## src/rtl/uart_rx_param.sv

```systemverilog
// uart_rx_param: oversampling UART receiver, 5..9 data bits, optional parity, 1/2 stop bits.
// Optional build macro UART_RX_MAJORITY_EN: 3-tick majority vote on every bit sample.
`timescale 1ns/1ps
module uart_rx_param #(
   parameter int DATA_BITS  = 8,
   parameter int OVERSAMPLE = 16,
   parameter int STOP_BITS  = 1
) (
   input  logic                 system_clk,
   input  logic                 rst,
   input  logic                 os_tick,
   input  logic                 rx_data,
   input  logic                 parity_en,
   input  logic                 parity_odd,
   input  logic                 out_ready,
   output logic [DATA_BITS-1:0] data_out,
   output logic                 out_valid,
   output logic                 parity_err,
   output logic                 frame_err,
   output logic                 overrun,
   output logic                 busy,
   output logic [2:0]           flag_state
);

   typedef enum logic [2:0] {
      S_IDLE   = 3'd0,
      S_START  = 3'd1,
      S_DATA   = 3'd2,
      S_PARITY = 3'd3,
      S_STOP   = 3'd4
   } state_t;

   localparam int OSW = $clog2(OVERSAMPLE);
   localparam logic [OSW-1:0] C_MID = OSW'(OVERSAMPLE/2-1);
   localparam logic [OSW-1:0] C_END = OSW'(OVERSAMPLE-1);
   localparam logic [3:0] C_DLAST = 4'(DATA_BITS-1);
   localparam logic [3:0] C_SLAST = 4'(STOP_BITS-1);

   state_t               r_state;
   logic                 r_sync1;
   logic                 r_sync2;
   logic                 r_rxs_prev;
   logic [OSW-1:0]       r_os_cnt;
   logic [3:0]           r_bit_cnt;
   logic [DATA_BITS-1:0] r_shift;
   logic                 r_par_en;
   logic                 r_par_odd;
   logic                 r_perr_pend;
   logic                 r_ferr_pend;
   logic [DATA_BITS-1:0] r_data_out;
   logic                 r_out_valid;
   logic                 r_perr;
   logic                 r_ferr;
   logic                 r_overrun;

   logic w_rxs;
   logic w_sample;
   logic w_fall;
   logic w_wrap;
   logic w_samp_tick;
   logic w_complete;
   logic w_accept;
   logic w_perr_now;
   logic w_ferr_now;

   assign w_rxs = r_sync2;

`ifdef UART_RX_MAJORITY_EN
   logic [1:0] r_hist;

   // Keep rxs from the two previous os_ticks for the majority vote
   always_ff @(posedge system_clk or posedge rst) begin
      if (rst) begin
         r_hist <= 2'b11;
      end else if (os_tick) begin
         r_hist <= {r_hist[0], w_rxs};
      end
   end

   assign w_sample = (r_hist[1] & r_hist[0]) |
                     (r_hist[1] & w_rxs) |
                     (r_hist[0] & w_rxs);
`else
   assign w_sample = w_rxs;
`endif

   assign w_fall = r_rxs_prev & ~w_rxs;
   assign w_wrap = (r_state == S_START) ? (r_os_cnt == C_MID)
                                        : (r_os_cnt == C_END);
   assign w_samp_tick = os_tick & w_wrap & (r_state != S_IDLE);
   assign w_complete = w_samp_tick & (r_state == S_STOP) &
                       (r_bit_cnt == C_SLAST);
   assign w_accept = ~r_out_valid | out_ready;
   assign w_perr_now = (^r_shift) ^ w_sample ^ r_par_odd;
   assign w_ferr_now = r_ferr_pend | ~w_sample;

   // Two-flop synchroniser plus previous value for start-edge detection
   always_ff @(posedge system_clk or posedge rst) begin
      if (rst) begin
         r_sync1    <= 1'b1;
         r_sync2    <= 1'b1;
         r_rxs_prev <= 1'b1;
      end else begin
         r_sync1    <= rx_data;
         r_sync2    <= r_sync1;
         r_rxs_prev <= r_sync2;
      end
   end

   // Frame FSM: bit timing, data shift, parity and stop checking
   always_ff @(posedge system_clk or posedge rst) begin
      if (rst) begin
         r_state     <= S_IDLE;
         r_os_cnt    <= '0;
         r_bit_cnt   <= '0;
         r_shift     <= '0;
         r_par_en    <= 1'b0;
         r_par_odd   <= 1'b0;
         r_perr_pend <= 1'b0;
         r_ferr_pend <= 1'b0;
      end else begin
         if (r_state != S_IDLE && os_tick) begin
            r_os_cnt <= w_wrap ? '0 : r_os_cnt + OSW'(1);
         end
         unique case (r_state)
            S_IDLE: begin
               if (w_fall) begin
                  r_state     <= S_START;
                  r_os_cnt    <= '0;
                  r_bit_cnt   <= '0;
                  r_par_en    <= parity_en;
                  r_par_odd   <= parity_odd;
                  r_perr_pend <= 1'b0;
                  r_ferr_pend <= 1'b0;
               end
            end
            S_START: begin
               if (w_samp_tick) begin
                  r_state <= w_sample ? S_IDLE : S_DATA;
               end
            end
            S_DATA: begin
               if (w_samp_tick) begin
                  r_shift <= {w_sample, r_shift[DATA_BITS-1:1]};
                  if (r_bit_cnt == C_DLAST) begin
                     r_bit_cnt <= '0;
                     r_state   <= r_par_en ? S_PARITY : S_STOP;
                  end else begin
                     r_bit_cnt <= r_bit_cnt + 4'd1;
                  end
               end
            end
            S_PARITY: begin
               if (w_samp_tick) begin
                  r_perr_pend <= w_perr_now;
                  r_state     <= S_STOP;
               end
            end
            S_STOP: begin
               if (w_samp_tick) begin
                  if (!w_sample) r_ferr_pend <= 1'b1;
                  if (r_bit_cnt == C_SLAST) begin
                     r_bit_cnt <= '0;
                     r_state   <= S_IDLE;
                  end else begin
                     r_bit_cnt <= r_bit_cnt + 4'd1;
                  end
               end
            end
            default: r_state <= S_IDLE;
         endcase
      end
   end

   // Output holding register with valid/ready handshake and overrun pulse
   always_ff @(posedge system_clk or posedge rst) begin
      if (rst) begin
         r_data_out  <= '0;
         r_out_valid <= 1'b0;
         r_perr      <= 1'b0;
         r_ferr      <= 1'b0;
         r_overrun   <= 1'b0;
      end else begin
         r_overrun <= 1'b0;
         if (w_complete && w_accept) begin
            r_data_out  <= r_shift;
            r_perr      <= r_perr_pend;
            r_ferr      <= w_ferr_now;
            r_out_valid <= 1'b1;
         end else if (w_complete) begin
            r_overrun <= 1'b1;
         end else if (r_out_valid && out_ready) begin
            r_out_valid <= 1'b0;
         end
      end
   end

   assign data_out   = r_data_out;
   assign out_valid  = r_out_valid;
   assign parity_err = r_perr;
   assign frame_err  = r_ferr;
   assign overrun    = r_overrun;
   assign busy       = (r_state != S_IDLE);
   assign flag_state = r_state;

endmodule

```

## config.mk

```make
export PLATFORM = sky130hd
export DESIGN_NAME = uart_rx_param
export DESIGN_NICKNAME = d
export VERILOG_FILES = /design/src/rtl/uart_rx_param.sv
export SDC_FILE = /design/constraint.sdc
export NUM_CORES = 1
export LEC_CHECK = 0
export ABC_CLOCK_PERIOD_IN_PS = 2450
export CAP_MARGIN = 30
export CORE_ASPECT_RATIO = 1.75
export CORE_MARGIN = 5
export CORE_UTILIZATION = 40
export CTS_BUF_LIST = sky130_fd_sc_hd__clkbuf_8
export DETAILED_ROUTE_END_ITERATION = 10
export DONT_BUFFER_PORTS = 1
export PLACE_DENSITY_LB_ADDON = 0.3
export SLEW_MARGIN = 15
export SYNTH_ARGS = -nofsm -noshare
export SYNTH_HDL_FRONTEND = slang
export SYNTH_SLANG_ARGS = --single-unit
```

## constraint.sdc

```tcl
create_clock -name system_clk -period 2.45 [get_ports system_clk]
set_input_delay 0.1225 -clock system_clk [delete_from_list [all_inputs] [get_ports system_clk]]
set_output_delay 0.1225 -clock system_clk [all_outputs]
set_load 0.03 [all_outputs]
```

# ---- Word level (Yosys, flattened, before mapping)
# Index checks and enable logic that the tools add are counted.
dict set report totals {
  in_bits 7
  reg_bits 38
  output_inout_bits 16
}
dict set report classes {
  n_addsub 2
  bitwise 11
  eq_ne 16
  muxes 32
  n_reduce_logical 18
}
# operator count
set op_table {}
lappend op_table {{$mux W4} 9}
lappend op_table {{$mux W3} 8}
lappend op_table {{$pmux W3 S5} 1}
lappend op_table {{$ne A2 B2 Y1 const B} 7}
lappend op_table {{$pmux W4 S3} 1}
lappend op_table {{$mux W1} 10}
lappend op_table {{$add A4 B1 Y4 const B} 2}
lappend op_table {{$eq A4 B3 Y1 const B} 2}
lappend op_table {{$reduce_and A4 Y1} 2}
lappend op_table {{$reduce_xor A8 Y1} 1}
lappend op_table {{$reduce_and A7 Y1} 1}
lappend op_table {{$eq A3 B2 Y1 const B} 2}
lappend op_table {{$reduce_and A2 Y1} 3}
lappend op_table {{$reduce_bool A2 Y1} 3}
lappend op_table {{$reduce_bool A3 Y1} 2}
lappend op_table {{$and A1 B1 Y1} 5}
lappend op_table {{$eq A4 B4 Y1 const B} 1}
lappend op_table {{$logic_not A4 Y1} 1}
lappend op_table {{$ne A2 B1 Y1 const B} 2}
lappend op_table {{$pmux W1 S2} 2}
lappend op_table {{$eq A3 B1 Y1 const B} 1}
lappend op_table {{$eq A3 B3 Y1 const B} 1}
lappend op_table {{$logic_and A1 B1 Y1} 3}
lappend op_table {{$logic_not A3 Y1} 1}
lappend op_table {{other kinds (5)} 8}

# ---- Longest topological paths before layout
# Gate-level depths: netlist (run 1).
dict set report logic_depth {
  ltp_word 9
  ltp_mapped 6
  depth_no_buf 6
}

# ---- Worst setup path before layout (run 1)
# No wires, ideal clock.
dict set report synth_path {
  path_type {register to register}
  startpoint {reg r_state[2] (netlist: flag_state[2])}
  endpoint {reg r_bit_cnt[2]}
  t_required_ns 2.321
  setup_slack_ns 0.709
  arrival_ns 1.612
  path_stages_with_launch 6
  cell_sequence {dfrtp_1 or3b_4 or3_1 buf_2 a32oi_1 o22ai_1}
}
dict set report synth_between {
  elab_chain_cells 6
  elab_cells_between_ends 14
}
# item line
set synth_lines {}
lappend synth_lines {{from (decl)} 39} ;# state_t r_state;
lappend synth_lines {{from (signal assigned)} 139} ;# r_state <= w_sample ? S_IDLE : S_DATA;
lappend synth_lines {{from (signal assigned)} 147} ;# r_state <= r_par_en ? S_PARITY : S_STOP;
lappend synth_lines {{$eq A3 B1 Y1} 88} ;# assign w_wrap = (r_state == S_START) ? (r_os_cnt == C_MID)
lappend synth_lines {{$mux W1} 88}
lappend synth_lines {{$and A1 B1 Y1 (2 in a row)} 90} ;# assign w_samp_tick = os_tick & w_wrap & (r_state != S_IDLE);
lappend synth_lines {{$ne A2 B2 Y1 (no source line)} --}
lappend synth_lines {{$reduce_and A4 Y1 (no source line)} --}
lappend synth_lines {{to (signal assigned)} 149} ;# r_bit_cnt <= r_bit_cnt + 4'd1;
lappend synth_lines {{to (signal assigned)} 166} ;# r_bit_cnt <= r_bit_cnt + 4'd1;
lappend synth_lines {{to (decl)} 44} ;# logic [3:0] r_bit_cnt;
# Several ways; a longest one is shown, not always the timed one.
# A chain may end at the register's enable or synchronous reset.

# ---- Worst setup path in the final report (run 1)
dict set report layout_path {
  startpoint {reg r_bit_cnt[0]}
  endpoint {reg r_data_out[0] (netlist: data_out[0])}
}
dict set report layout_between {
  elab_chain_cells 3
}
# item line
set layout_lines {}
lappend layout_lines {{$logic_not A4 Y1} 92} ;# (r_bit_cnt == C_SLAST);
lappend layout_lines {{$and A1 B1 Y1} 91} ;# assign w_complete = w_samp_tick & (r_state == S_STOP) &
lappend layout_lines {{$logic_and A1 B1 Y1} 185} ;# if (w_complete && w_accept) begin
lappend layout_lines {{to (signal assigned)} 186} ;# r_data_out <= r_shift;
lappend layout_lines {{to (decl)} 50} ;# logic [DATA_BITS-1:0] r_data_out;
# Every way passes these cells.

==> flow_summary.json, run 1 <==
{
  "num-nets-final": 189,
  "synthesis.area_sq_um": 1869,
  "clk_latency_ns": 0.29,
  "p_int_uw": 1123,
  "cts_tree": "built",
  "synth-seq-cells": 38,
  "fin_crit_ns": 2.000,
  "layout_commonest_cell": "dfrtp_1",
  "avgSynthCellArea_sq_um": 11.06,
  "grt-ovfl-total": 0,
  "dpl-instance-area_sq_um": 1943,
  "core_sq_um": 4624,
  "synth_nets": 179,
  "wl_per_cell_um": 16.63,
  "cpMaxStageDelayCell": "nor3b_1",
  "status": "completed",
  "post_cts_buffers": 0,
  "drt-total-wl_um": 3859,
  "grt_pass1_vias": 1413,
  "drc": 0,
  "die_w_um": 61.68,
  "dieArea_sq_um": 6194,
  "drt_iter0_drc": 61,
  "cts_made_buffers": 5,
  "crit_type": "flop to flop",
  "cp_top_family": "simple AND/OR/NAND/NOR gates",
  "startpoint": "r_bit_cnt[0]",
  "synth_cells": 169,
  "p_sw_uw": 651.2,
  "multi_input_area_sq_um": 848.3,
  "syn_to_final_growth_pct": 10.37,
  "synth_cell_type_count": 41,
  "cts_sinks": 38,
  "crit_path_end_kind": "flop",
  "final_antenna_net_count": 0,
  "holdCritStartpoint": "os_tick",
  "crit_path_start_kind": "flop",
  "clk_pin_slew_worst_paths_ns": 0.07,
  "setup_violations": 0,
  "final_area_sq_um": 2063,
  "drive_gt1_frac": 0.1722,
  "arrival_ns": 2.17,
  "swShare": 0.3671,
  "grt_pass1_wl_um": 6617,
  "finalPower_uw": 1774,
  "ioPinCount": 23,
  "slowest_delay_ns": 0.45,
  "combPwrFrac": 0.302,
  "row_count": 33,
  "final_cell_mix": "35 x dfrtp_1, 15 x nand2_1, 13 x inv_1, 13 x mux2_2, 9 x nand3_1",
  "grt_antenna_before_repair": 0,
  "drv_cap": 0,
  "ctsLongestPathBuffers": 2,
  "post-dp-hpwl_um": 2913,
  "root_buffer": "clkbuf_8",
  "grt_max_degree": 29,
  "vias": 1314,
  "p_clk_frac": 0.223,
  "path_max_fanout": 10,
  "yosysSeqAreaShare": 0.5107,
  "worst_slew_pin_slew_ns": 0.6663,
  "seq_power_share": 0.475,
  "firstDrtPassIters": 4,
  "period_share": 0.8163,
  "start_util": 0.4042,
  "ir_worst_vdd_mv": 0.4399,
  "ys.flop_type": "dfrtp_1",
  "synth-edff-count": 0,
  "crit_required_ns": 2.62,
  "worstHoldPathType": "primary input to flop",
  "powerDensity_nw_per_um2": 859.8,
  "crit_chain": "inv_1 -> ha_1 -> nor3b_1 -> nand3_2 -> mux2_1",
  "clock.fmax_ghz": 0.5000,
  "ff_latch_area_sq_um": 954.7,
  "antenna_cells": 0,
  "ys_warn_count": 0,
  "gp_congestion": 0.8433,
  "grt_usage": 0.1460,
  "grt_setup_unrepaired": "no",
  "die_h_um": 100.4,
  "cp.buffers_inverters": 1,
  "hold_viol": 0,
  "p_leak_uw": 0.0009559,
  "viasPerCell": 5.664,
  "final_max_slew_viol_count": 0,
  "postSynth.asyncResetShare": 1.000,
  "port-buffer-count": 0,
  "reg2reg_from": "r_bit_cnt[0]",
  "num-fill-cells": 444,
  "cts_max_level": 2,
  "worst_clock_skew_ns": 0.005924,
  "fin_tns_setup_ns": 0,
  "relSlewSlack": 0.5520
}
[sequential cells by signal, summed over array words and instances, names as in the netlist]
name         cells
out_valid        1
r_shift          8
r_sync2          1
r_par_odd        1
r_ferr_pend      1
frame_err        1
r_rxs_prev       1
r_os_cnt         4
overrun          1
flag_state       3
r_perr_pend      1
data_out         8
parity_err       1
r_bit_cnt        4
r_par_en         1
r_sync1          1
[kinds of logic (layout without fill, tap and decap cells)]
group | after synthesis | in the layout | synth area share
AOI/OAI and AO/OA | 28 | 28 | 0.1011
xor gates and xnor gates | 11 | 11 | 0.05890
adders and majority gates | 3 | 3 | 0.02008
buffers and inverters | 16 | 27 | 0.03547
DFF | 38 | 38 | 0.5107
muxes | 18 | 18 | 0.1071
and+or+nand+nor | 55 | 55 | 0.1667
[area by class of cell]
class	count	area share
Multi-Input combinational cell	115	0.4112
Timing Repair Buffer	9	0.03760
Clock inverter	3	0.005458
Clock buffer	5	0.03335
Tap cell	52	0.03153
Sequential cell	38	0.4627
Inverter	10	0.01819
[repair_timing]
item	in CTS	in global routing
resized for setup	0	0
hold buffers	4	0
hold endpoints to repair	11	0
[worst register-to-register path, delay by kind of cell, from the launching register on]
family        cells  cell delay [ns]
simple gates      2             0.82
mux               1             0.41
flops             1             0.42
fa+ha+maj         1             0.16
buf+inv           1             0.07
[power by group through the flow]
stage,logic [uW],clock network [uW],registers [uW]
2_1_floorplan,425,0,827
3_3_place_gp,510,0,847
3_5_place_dp,533,0,855
4_1_cts,542,416,842
5_1_grt,607,443,856
6_report,536,395,843
[final timing paths]
path / end / slack [ns] / cells after the start
setup / recovery: data_out[0] / 0.45 / 5
hold / removal: r_os_cnt[2] / 0.08 / 3
setup reg to reg: data_out[0] / 0.45 / 5
hold reg to reg: r_sync2 / 0.36 / 0
max in group asynchronous: r_sync1 / 1.46 / 3
min in group asynchronous: overrun / 0.26 / 2
[layer usage]
metal | vias up | share of wire | track usage
met2 | 38 | 0.57 | 0.2607
met1 | 648 | 0.34 | 0.1459
li1 | 618 | - | -
met4 | 0 | 0.030 | 0.07843
met3 | 10 | 0.057 | 0.03604
met5 | - | 0 | 0
[cells in the mapped netlist, drive strengths merged (2+ instances only)]
master	n	area share
nand3	11	0.035
xnor2	6	0.028
dfrtp	35	0.47
ha	3	0.020
o21ai	6	0.016
buf	5	0.013
a211oi	3	0.012
xor2	4	0.019
a211o	2	0.0094
a21oi	5	0.013
a22o	2	0.0094
nand2b	4	0.013
o31ai	2	0.0080
nor3	2	0.011
or3	3	0.010
nor2	7	0.014
nor3b	2	0.0080
inv	10	0.020
nand2	15	0.030
mux2i	2	0.011
mux2	16	0.096
o22ai	2	0.0067
nand4	3	0.010
dfstp	3	0.042
a32oi	2	0.0094
nand3b	2	0.0080
[metrics by stage]
step	hold WS [ns]	setup WS, ns	util	instances
CTS	0.07187	0.4411	0.4462	232
detailed placement	0.01618	0.4608	0.4202	220
floorplan	0.1270	0.7087	-	169
global route	0.1046	0.2934	0.4462	232
global placement	0.005566	0.5597	0.4202	220
finish	0.07751	0.4502	0.4462	232
Note: power is estimated with default switching activity, not from simulation.
==> inputs of run 2 (changes only) <==
- ABC_CLOCK_PERIOD_IN_PS: 2450 -> 1800
- clock period: 2.45 -> 1.8 ns (I/O delays scaled with it)
==> flow_summary.json, run 2 (same netlist as run 1, synthesis figures left out) <==
{
  "num-nets-final": 206,
  "p_leak_uw": 0.001067,
  "timing.rr.end": "r_bit_cnt[3]",
  "grt_pass1_vias": 1464,
  "r2r_slack_ns": 0.04,
  "wl_per_cell_um": 16.48,
  "cts_tree": "built",
  "ctsLongestPathBuffers": 2,
  "status": "completed",
  "crit_path_end": "r_bit_cnt[3]",
  "drt_iter0_drc": 54,
  "stdcell_count": 249,
  "core_sq_um": 4624,
  "dp_cells": 237,
  "hold_viol": 0,
  "drv_cap": 0,
  "die_w_um": 61.68,
  "powerDensity_nw_per_um2": 1223,
  "startpoint": "r_rxs_prev",
  "relSlewSlack": 0.5844,
  "post-place-ws_ns": 0.01802,
  "finalPower_uw": 2766,
  "grt-ovfl-total": 0,
  "dieArea_sq_um": 6194,
  "period_share": 0.9772,
  "root_buffer": "clkbuf_8",
  "grt_pass1_wl_um": 7182,
  "start_util": 0.4042,
  "drt-total-wl_um": 4103,
  "antenna_cells": 0,
  "path_max_fanout": 7,
  "num-fill-cells": 425,
  "grt_setup_unrepaired": "no",
  "setup_violations": 0,
  "multi_input_area_sq_um": 877.1,
  "firstDrtPassIters": 4,
  "layout_commonest_cell": "dfrtp_1",
  "gp_congestion": 0.8624,
  "grt_usage": 0.1570,
  "drive_gt1_frac": 0.2741,
  "port-buffer-count": 0,
  "final_max_slew_viol_count": 0,
  "reg2reg_depth": 4,
  "clk_latency_ns": 0.29,
  "ioPinCount": 23,
  "crit_required_ns": 1.97,
  "cts_sinks": 38,
  "vias": 1359,
  "die_h_um": 100.4,
  "post_cts_buffers": 0,
  "fin_tns_setup_ns": 0,
  "ff_latch_area_sq_um": 954.7,
  "final_antenna_net_count": 0,
  "crit_path_end_kind": "flop",
  "viasPerCell": 5.458,
  "worstHoldPathType": "primary input to flop",
  "final_cell_mix": "35 x dfrtp_1, 21 x buf_4, 15 x nand2_1, 13 x mux2_2, 10 x inv_1",
  "ir_worst_vdd_mv": 1.199,
  "post-dp-hpwl_um": 3205,
  "fin_crit_ns": 1.759,
  "clock.fmax_ghz": 0.5685,
  "fin_ws_ns": 0.04095,
  "worst_slew_pin_slew_ns": 0.6227,
  "clk_pin_slew_worst_paths_ns": 0.08,
  "cts_max_level": 2,
  "worst_clock_skew_ns": 0.01184,
  "hold_depth": 3,
  "grt_antenna_before_repair": 0,
  "grt_max_degree": 25,
  "arrival_ns": 1.93,
  "syn_to_final_growth_pct": 20.95,
  "cts_made_buffers": 5,
  "drc": 0,
  "crit_path_start_kind": "flop",
  "row_count": 33,
  "crit_type": "flop to flop",
  "reg2reg_from": "r_rxs_prev"
}
## run 2: cell types whose count changed in the layout (fill, tap and decap cells not counted), sizes merged
| cell | delta |
|---|---|
| inv | -3 |
| clkinv | +2 |
| bufinv | +1 |
| buf | +17 |
## run 2: area by class of cell
type / instances / area share
flip-flops and latches: 38 / 0.4222
clock inverters: 3 / 0.01771
well taps: 52 / 0.02878
clock buffers: 5 / 0.03044
repair buffers: 26 / 0.09629
multi-input cells: 115 / 0.3879
inverters: 10 / 0.01660
## run 2: critical path: stages, from the launching register on
cell and delay, ns:
dfstp_2 0.53, or3b_4 0.39, or3_4 0.38, a32oi_1 0.22, o22ai_1 0.12
## run 2: metrics by stage
| step | utilization | hold WS [ns] | area (sq um) |
|---|---|---|---|
| finish | 0.4889 | 0.05588 | 2261 |
| global route | 0.4889 | 0.07052 | 2261 |
| CTS | 0.4854 | 0.05535 | 2245 |
| detailed placement | 0.4505 | 0.09242 | 2083 |
| global placement | 0.4505 | 0.07519 | 2083 |
| floorplan | - | 0.09448 | 1869 |
## run 2: timing repair
item | CTS | global route
hold endpoints to repair | 15 | 0
resized for setup | 2 | 3
endpoints found under the setup margin | 2 | 3
hold buffers | 4 | 0
pin swaps | 0 | 0
## run 2: worst min-delay path by stage
stage | startpoint | end | slack, ns
global placement | rst | out_valid | 0.08
finish | os_tick | r_os_cnt[2] | 0.06
detailed placement | rst | overrun | 0.09
global route | os_tick | r_os_cnt[2] | 0.07
floorplan | rx_data | r_sync1 | 0.09
CTS | os_tick | r_os_cnt[2] | 0.06
## run 2: where the power goes
| part | internal, uW | total, uW | switching [uW] |
|---|---|---|---|
| logic | 432 | 979 | 546 |
| clock network | 408 | 702 | 295 |
| registers | 977 | 1080 | 108 |
## run 2: layer usage
layer,routed length (um),vias up,track usage
met2,2274,32,0.2672
met4,121,0,0.06536
met1,1521,667,0.1786
li1,-,651,-
met3,187,9,0.04118
met5,0,-,0
==> inputs of run 3 (changes only) <==
- ABC_CLOCK_PERIOD_IN_PS: 1800 -> 2100
- clock period: 1.8 -> 2.1 ns (I/O delays scaled with it)
==> flow_summary.json, run 3 (same netlist as run 1, synthesis figures left out) <==
{
  "gp_congestion": 0.8261,
  "grt-ovfl-total": 0,
  "wl_per_cell_um": 17.26,
  "grt_setup_unrepaired": "no",
  "path_max_fanout": 10,
  "crit_path_end_kind": "flop",
  "crit_required_ns": 2.28,
  "hold_depth": 3,
  "cts_resized": 0,
  "min_to": "r_os_cnt[2]",
  "status": "completed",
  "fin_crit_ns": 1.856,
  "final_cell_mix": "35 x dfrtp_1, 15 x nand2_1, 13 x mux2_2, 10 x inv_1",
  "finalPower_uw": 2255,
  "syn_to_final_growth_pct": 13.52,
  "holdCritStartpoint": "os_tick",
  "final_max_slew_viol_count": 0,
  "ctsLongestPathBuffers": 2,
  "cts_sinks": 38,
  "dieArea_sq_um": 6194,
  "hold_viol": 0,
  "antenna_cells": 0,
  "p_leak_uw": 0.0009812,
  "drc": 0,
  "setup_violations": 0,
  "final_antenna_net_count": 0,
  "clk_pin_slew_worst_paths_ns": 0.07,
  "ioPinCount": 23,
  "timing.rr.end": "data_out[4]",
  "layout_commonest_cell": "dfrtp_1",
  "fin_tns_setup_ns": 0,
  "period_share": 0.8838,
  "row_count": 33,
  "grt_usage": 0.1517,
  "die_w_um": 61.68,
  "worst_slew_pin_slew_ns": 0.6359,
  "cts_tree": "built",
  "die_h_um": 100.4,
  "arrival_ns": 2.03,
  "grt_pass1_wl_um": 6941,
  "grt_pass1_vias": 1410,
  "drt-total-wl_um": 4074,
  "post-dp-hpwl_um": 3005,
  "powerDensity_nw_per_um2": 1063,
  "viasPerCell": 5.746,
  "clk_latency_ns": 0.29,
  "root_buffer": "clkbuf_8",
  "ff_latch_area_sq_um": 954.7,
  "num-nets-final": 193,
  "crit_path_start_kind": "flop",
  "vias": 1356,
  "firstDrtPassIters": 4,
  "worstHoldPathType": "primary input to flop",
  "cts_made_buffers": 5,
  "port-buffer-count": 0,
  "core_sq_um": 4624,
  "reg2reg_depth": 5,
  "drive_gt1_frac": 0.2065,
  "grt_antenna_before_repair": 0,
  "reg2reg_from": "r_os_cnt[0]",
  "ir_worst_vdd_mv": 0.6434,
  "start_util": 0.4042,
  "worst_clock_skew_ns": 0.004393,
  "relSlewSlack": 0.5724,
  "r2r_slack_ns": 0.24,
  "drt_iter0_drc": 60,
  "crit_type": "flop to flop",
  "clock.fmax_ghz": 0.5388,
  "cts_max_level": 2,
  "multi_input_area_sq_um": 848.3,
  "num-fill-cells": 450,
  "drv_cap": 0,
  "grt_max_degree": 29
}
## run 3: area by class of cell
cell class	count	area share
Multi-Input combinational cell	115	0.3998
Timing Repair Buffer	13	0.05071
Inverter	10	0.01769
Clock inverter	3	0.01887
Tap cell	52	0.03066
Clock buffer	5	0.03243
Sequential cell	38	0.4499
## run 3: how the worst max path moves through the flow
stage,startpoint,endpoint,slack (ns),depth (start not counted)
6_report,r_os_cnt[0],data_out[4],0.24,5
5_1_grt,r_os_cnt[0],data_out[4],0.09,5
4_1_cts,r_os_cnt[0],data_out[4],0.24,5
3_5_place_dp,r_os_cnt[0],data_out[4],0.26,5
3_3_place_gp,r_os_cnt[0],data_out[2],0.33,5
2_1_floorplan,flag_state[2],r_bit_cnt[2],0.36,5
## run 3: per-layer routing
metal | vias to the layer above | global-route usage | routed length [um] | share of wire
li1 | 628 | - | - | -
met1 | 687 | 0.1636 | 1434 | 0.35
met2 | 32 | 0.2672 | 2333 | 0.57
met3 | 9 | 0.03604 | 201 | 0.049
met4 | 0 | 0.06699 | 105 | 0.026
met5 | - | 0 | 0 | 0
## run 3: worst max-delay path: stages (launching register included)
cell	delay (ns)
dfrtp_1	0.40
ha_1	0.23
nand4_1	0.19
nor3_2	0.26
nand3_2	0.28
mux2_1	0.39
## run 3: repair_timing
item,4_1_cts,5_1_grt
setup buffers,0,0
hold endpoints to repair,13,0
endpoints found under the setup margin,0,0
hold buffers,4,0
## run 3: stage by stage
stage | utilization | hold WS, ns | setup WS [ns] | area (sq um) | instances
final | 0.4589 | 0.06074 | 0.2439 | 2122 | 236
after global placement | 0.4267 | -0.01433 | 0.3291 | 1973 | 224
after global routing | 0.4589 | 0.09308 | 0.08607 | 2122 | 236
after CTS | 0.4589 | 0.05944 | 0.2448 | 2122 | 236
after floorplan | - | 0.1095 | 0.3587 | 1869 | 169
after detailed placement | 0.4267 | -0.006221 | 0.2552 | 1973 | 224
## run 3: report_power, final
part           leakage (uW)  switching [uW]  total, uW  internal, uW
clock             0.0000579             254        603           349
combinational      0.000427             387        671           284
sequential         0.000496             144        981           837
total              0.000981             785       2250          1470
